$ cat config.mk
export PLATFORM = sky130hd
export DESIGN_NAME = cv32e40p_instr_fetch_fifo
export DESIGN_NICKNAME = d
export VERILOG_FILES = /design/src/rtl/cv32e40p_instr_fetch_fifo.sv
export SDC_FILE = /design/constraint.sdc
export NUM_CORES = 1
export LEC_CHECK = 0
export ABC_AREA = 1
export BUFFER_PORTS_ARGS = -buffer_cell sky130_fd_sc_hd__buf_2
export CAP_MARGIN = 20
export CORE_ASPECT_RATIO = 0.7
export CORE_MARGIN = 3
export CORE_UTILIZATION = 49
export DETAILED_ROUTE_END_ITERATION = 6
export PLACE_DENSITY_LB_ADDON = 0.12
export SLEW_MARGIN = 20
export SYNTH_ARGS = -nofsm -noshare
export SYNTH_HDL_FRONTEND = slang
export SYNTH_SLANG_ARGS = --single-unit
$ cat constraint.sdc
create_clock -name clk -period 6.44 [get_ports clk]
set_input_delay 0 -clock clk [delete_from_list [all_inputs] [get_ports clk]]
set_output_delay 0 -clock clk [all_outputs]
set_load 0.01 [all_outputs]
$ cat src/rtl/cv32e40p_instr_fetch_fifo.sv
// Instruction fetch FIFO between instruction memory and decode.
// Optional macro CV32E40P_FETCH_FIFO_FALLTHROUGH_EN lets a word bypass an empty FIFO combinationally.
module cv32e40p_instr_fetch_fifo #(
  parameter int DEPTH = 4
) (
  input  logic                     clk,
  input  logic                     rst_n,
  input  logic                     flush_i,
  input  logic                     in_valid_i,
  output logic                     in_ready_o,
  input  logic [31:0]              in_rdata_i,
  input  logic [31:0]              in_addr_i,
  input  logic                     in_err_i,
  output logic                     out_valid_o,
  input  logic                     out_ready_i,
  output logic [31:0]              out_rdata_o,
  output logic [31:0]              out_addr_o,
  output logic                     out_err_o,
  output logic [$clog2(DEPTH):0]   cnt_o,
  output logic                     empty_o,
  output logic                     full_o
);

  localparam int PTR_W = $clog2(DEPTH);
  localparam int CNT_W = PTR_W + 1;

  logic [PTR_W-1:0] r_wptr;
  logic [PTR_W-1:0] r_rptr;
  logic [CNT_W-1:0] r_cnt;

  logic [31:0]      r_mem_rdata [DEPTH];
  logic [31:0]      r_mem_addr  [DEPTH];
  logic             r_mem_err   [DEPTH];

  logic             w_empty;
  logic             w_full;
  logic             w_bypass;
  logic             w_push;
  logic             w_pop;

  assign w_empty    = (r_cnt == '0);
  assign w_full     = (r_cnt == CNT_W'(DEPTH));
  assign empty_o    = w_empty;
  assign full_o     = w_full;
  assign cnt_o      = r_cnt;
  assign in_ready_o = !w_full;

`ifdef CV32E40P_FETCH_FIFO_FALLTHROUGH_EN
  logic w_fallthrough;
  // An empty FIFO presents the incoming word directly; if decode takes it, it is never stored.
  assign w_fallthrough = w_empty && in_valid_i && !flush_i;
  assign w_bypass      = w_fallthrough && out_ready_i;
  assign out_valid_o   = (!w_empty && !flush_i) || w_fallthrough;
  assign out_rdata_o   = w_fallthrough ? in_rdata_i : r_mem_rdata[r_rptr];
  assign out_addr_o    = w_fallthrough ? in_addr_i  : r_mem_addr[r_rptr];
  assign out_err_o     = w_fallthrough ? in_err_i   : r_mem_err[r_rptr];
`else
  assign w_bypass      = 1'b0;
  assign out_valid_o   = !w_empty && !flush_i;
  assign out_rdata_o   = r_mem_rdata[r_rptr];
  assign out_addr_o    = r_mem_addr[r_rptr];
  assign out_err_o     = r_mem_err[r_rptr];
`endif

  assign w_push = in_valid_i && !w_full && !flush_i && !w_bypass;
  assign w_pop  = !w_empty && out_ready_i && !flush_i;

  always_ff @(posedge clk or negedge rst_n) begin
    if (!rst_n) begin
      r_wptr <= '0;
      r_rptr <= '0;
      r_cnt  <= '0;
    end else if (flush_i) begin
      r_wptr <= '0;
      r_rptr <= '0;
      r_cnt  <= '0;
    end else begin
      if (w_push) r_wptr <= r_wptr + PTR_W'(1);
      if (w_pop)  r_rptr <= r_rptr + PTR_W'(1);
      case ({w_push, w_pop})
        2'b10:   r_cnt <= r_cnt + CNT_W'(1);
        2'b01:   r_cnt <= r_cnt - CNT_W'(1);
        default: r_cnt <= r_cnt;
      endcase
    end
  end

  // Payload storage carries no reset; validity is tracked by the control state alone.
  always_ff @(posedge clk) begin
    if (w_push) begin
      r_mem_rdata[r_wptr] <= in_rdata_i;
      r_mem_addr[r_wptr]  <= in_addr_i;
      r_mem_err[r_wptr]   <= in_err_i;
    end
  end

endmodule

==> metrics.md <==
| Metric | Value |
|---|---|
| Hold Path End | r_mem_rdata[3][9]$_DFFE_PP_ |
| Area Overhead vs Synth | 24.9% |
| Clock power share | 33.4% |
| Core area | 0.0200 mm2 |
| Yosys warns | 0 |
| Reg2reg setup slack | 3.54 ns |
| Drt total wl | 21.8 mm |
| Clock Tree Buf Depth | 3 |
| FMAX | 331 MHz |
| Clock sinks | 267 |
| Clk Latency, worst-skew pair | 0.52 ns |
| Root Driver | clkbuf_16 |
| Worst r2r src | cnt_o[0]$_DFFE_PN0P_ |
| Fillers | 1489 |
| First-pass DRT Iterations | 5 |
| Ports | 142 |
| Syn Inst Count | 695 |
| Final hold vios | 0 |
| CP startpoint kind | flip-flop |
| Initial DRC Count | 516 |
| Nets | 977 |
| DRC viols | 0 |
| Power Total | 4.62 mW |
| Worst R2R Path Depth | 7 |
| Setup TNS | 0 ns |
| Internal power | 3.30 mW |
| Syn_area_per_cell | 14.5 um2 |
| Hold Path Depth | 2 |
| Net Sw Power | 1.32 mW |
| Final Cycle Share | 47.0% |
| CTS H-tree depth | 1 |
| CTS tree | yes |
| Final setup viols | 0 |
| Worst R2R End | r_mem_rdata[1][26]$_DFFE_PP_ |
| Global route overflow | 0 |
| Register area | 0.00799 mm2 |
| Worst-Margin Slew | 1.04 ns |
| Pre-CTS setup slack | 3.52 ns |
| MaxCap Viol Count | 0 |
| Register area share after synthesis | 79.2% |
| Part of the power in registers | 44.8% |
| Distinct cells, synth | 22 |
| Synthesized net count | 770 |
| Share of cells above drive strength 1 | 21.3% |
| Min-Delay Startpoint | in_rdata_i[9] |
| Placed insts | 1072 |
| Sw Ratio | 28.5% |
| Critical Path End Type | output port |
| Peak VDD IR | 0.202 mV |
| Worst Path Max Fanout | 70 |
| Slew HR | 30.5% |
| Setup ws final | 3.42 ns |
| Leakage power | 4.49 nW |
| Routed Antenna Nets | 0 |
| Combinational share of power | 21.7% |
| Critical Path RT | 6.44 ns |
| Status | complete, no violations |
| Hpwl dp | 11.7 mm |
| Multi-input gate area | 0.00183 mm2 |
| Skew final | 0.00988 ns |
| Vias | 6429 |
| Final non-filler cell total | 1193 |
| Initial Utilization | 50.4% |
| Arr. time, crit path | 3.02 ns |
| Chip Height | 126 um |
| Total GRT Usage | 19.5% |
| Worst Setup Path Type | reg2out |
| Syn Std Cell Area | 0.0101 mm2 |
| First-pass GRT wire length | 34.3 mm |
| Final min period | 3.02 ns |
| Largest net degree at the start of global routing | 101 |
| CTS buffer count | 26 |
| Area of the die | 0.0224 mm2 |
| Clock-pin slew on the worst setup and hold paths | 0.06 ns |
| Die Span X | 177 um |
| Drt via density | 5.39 |
| Tightest Hold Check Type | in2reg |
| Synthesized flop and latch total | 267 |
| Port bufs | 141 |
| Power Density | 367 mW/mm2 |
| RSZ-0062 raised after global routing | false |
| Gpl congestion | 0.788 |
| Cell Rows | 43 |
| Initial antenna violation count | 1 |
| Vias in the first global route | 6485 |
| Routed len/inst | 18.3 um |
| Final Max Slew Viols | 0 |
==> area by class of cell <==
| type | count | share of cell area [%] |
|---|---|---|
| diodes | 1 | 0.0199 |
| flip-flops and latches | 267 | 63.5 |
| clock buffers | 30 | 5.29 |
| inverters | 15 | 0.467 |
| repair buffers | 221 | 11.8 |
| multi-input cells | 371 | 14.5 |
| clock inverters | 18 | 1.74 |
| well taps | 270 | 2.68 |
==> sequential cells by signal (all words and copies together), names as in the netlist <==
name         flops
r_mem_addr     128
r_mem_rdata    128
r_mem_err        4
cnt_o            3
r_rptr           2
r_wptr           2
==> per-layer routing <==
layer  track usage [%]  vias up  routed length [um]
met4              4.57        0                 390
met1              27.1     3188                9740
met3              4.01       31                1340
li1                  -     3019                   -
met2              32.0      191               10300
met5                 0        -                   0
==> cells in the final DEF (no fill, tap or decap), types with 8 or more instances in the layout <==
cell type	n
buf_2	141
buf_4	8
clkbuf_16	26
clkinv_1	9
dlygate4sd3_1	72
edfxtp_1	260
inv_1	12
nand2_1	20
nor2_1	133
o21ai_0	109
o21ai_1	25
o22ai_1	65
==> critical path: stages (launching register included) <==
cell and delay [ns]:
dfrtp_4 0.64, inv_4 0.52, buf_4 0.70, o21ai_0 0.18
o22ai_1 0.23, buf_2 0.19
==> power by group through the flow <==
stage | sequential, mW | combinational [mW] | clock [mW]
after floorplan | 2.09 | 0.624 | 0
after global placement | 2.10 | 0.950 | 0
after detailed placement | 2.11 | 0.976 | 0
after CTS | 2.07 | 1.02 | 1.58
after global routing | 2.08 | 1.11 | 1.66
final | 2.07 | 1.00 | 1.55
==> synthesized netlist by cell type <==
master | count | share of area (%)
a21boi_1 | 1 | 0.075
a21oi_1 | 3 | 0.15
buf_2 | 3 | 0.15
buf_4 | 1 | 0.075
buf_6 | 10 | 1.1
clkbuf_1 | 27 | 1.0
clkbuf_2 | 1 | 0.050
dfrtp_1 | 7 | 1.7
edfxtp_1 | 260 | 77
fa_1 | 1 | 0.20
ha_1 | 4 | 0.50
inv_1 | 13 | 0.48
inv_2 | 2 | 0.075
nand2_1 | 20 | 0.74
nand2_2 | 2 | 0.12
nand3_1 | 2 | 0.099
nor2_1 | 137 | 5.1
nor2_2 | 1 | 0.062
o21ai_0 | 109 | 5.4
o21ai_1 | 25 | 1.2
o22ai_1 | 65 | 4.0
xnor2_1 | 1 | 0.087
==> cell families (layout without fill, tap and decap cells) <==
group	after synthesis	count (layout)	share of synthesized area [%]
buffers and inverters	57	284	2.96
and+or+nand+nor	162	162	6.13
xor gates and xnor gates	1	1	0.0869
DFF	267	267	79.2
AOI/OAI and AO/OA	203	203	10.9
other	0	1	0
adders and majority gates	5	5	0.695
==> worst max-delay path by stage <==
stage	cells past startpoint	slack [ns]	start	endpoint
2_1_floorplan	6	2.27	cnt_o[0]$_DFFE_PN0P_	r_mem_addr[0][0]$_DFFE_PP_
3_3_place_gp	7	3.64	cnt_o[0]$_DFFE_PN0P_	r_mem_rdata[1][12]$_DFFE_PP_
3_5_place_dp	7	3.52	cnt_o[0]$_DFFE_PN0P_	r_mem_addr[2][27]$_DFFE_PP_
4_1_cts	5	3.41	r_rptr[0]$_DFFE_PN0P_	out_rdata_o[5]
5_1_grt	5	3.18	r_rptr[0]$_DFFE_PN0P_	out_addr_o[24]
6_report	5	3.42	r_rptr[0]$_DFFE_PN0P_	out_rdata_o[5]
==> through the flow <==
step / utilization (%) / hold slack [ns] / cell area [um2]
6_report: 62.9 / 0.229 / 12600
5_1_grt: 62.9 / 0.213 / 12600
4_1_cts: 62.9 / 0.205 / 12600
3_5_place_dp: 54.8 / -0.158 / 11000
3_3_place_gp: 54.8 / -0.157 / 11000
2_1_floorplan: - / -0.296 / 10100
==> timing repair <==
| item | in CTS | in global routing |
|---|---|---|
| setup buffers | 0 | 0 |
| resized for setup | 0 | 0 |
| setup endpoints to repair | 0 | 0 |
| endpoints found under the hold margin | 274 | 0 |
| hold buffers | 72 | 0 |
No activity file was read; power rests on OpenSTA's default activity.
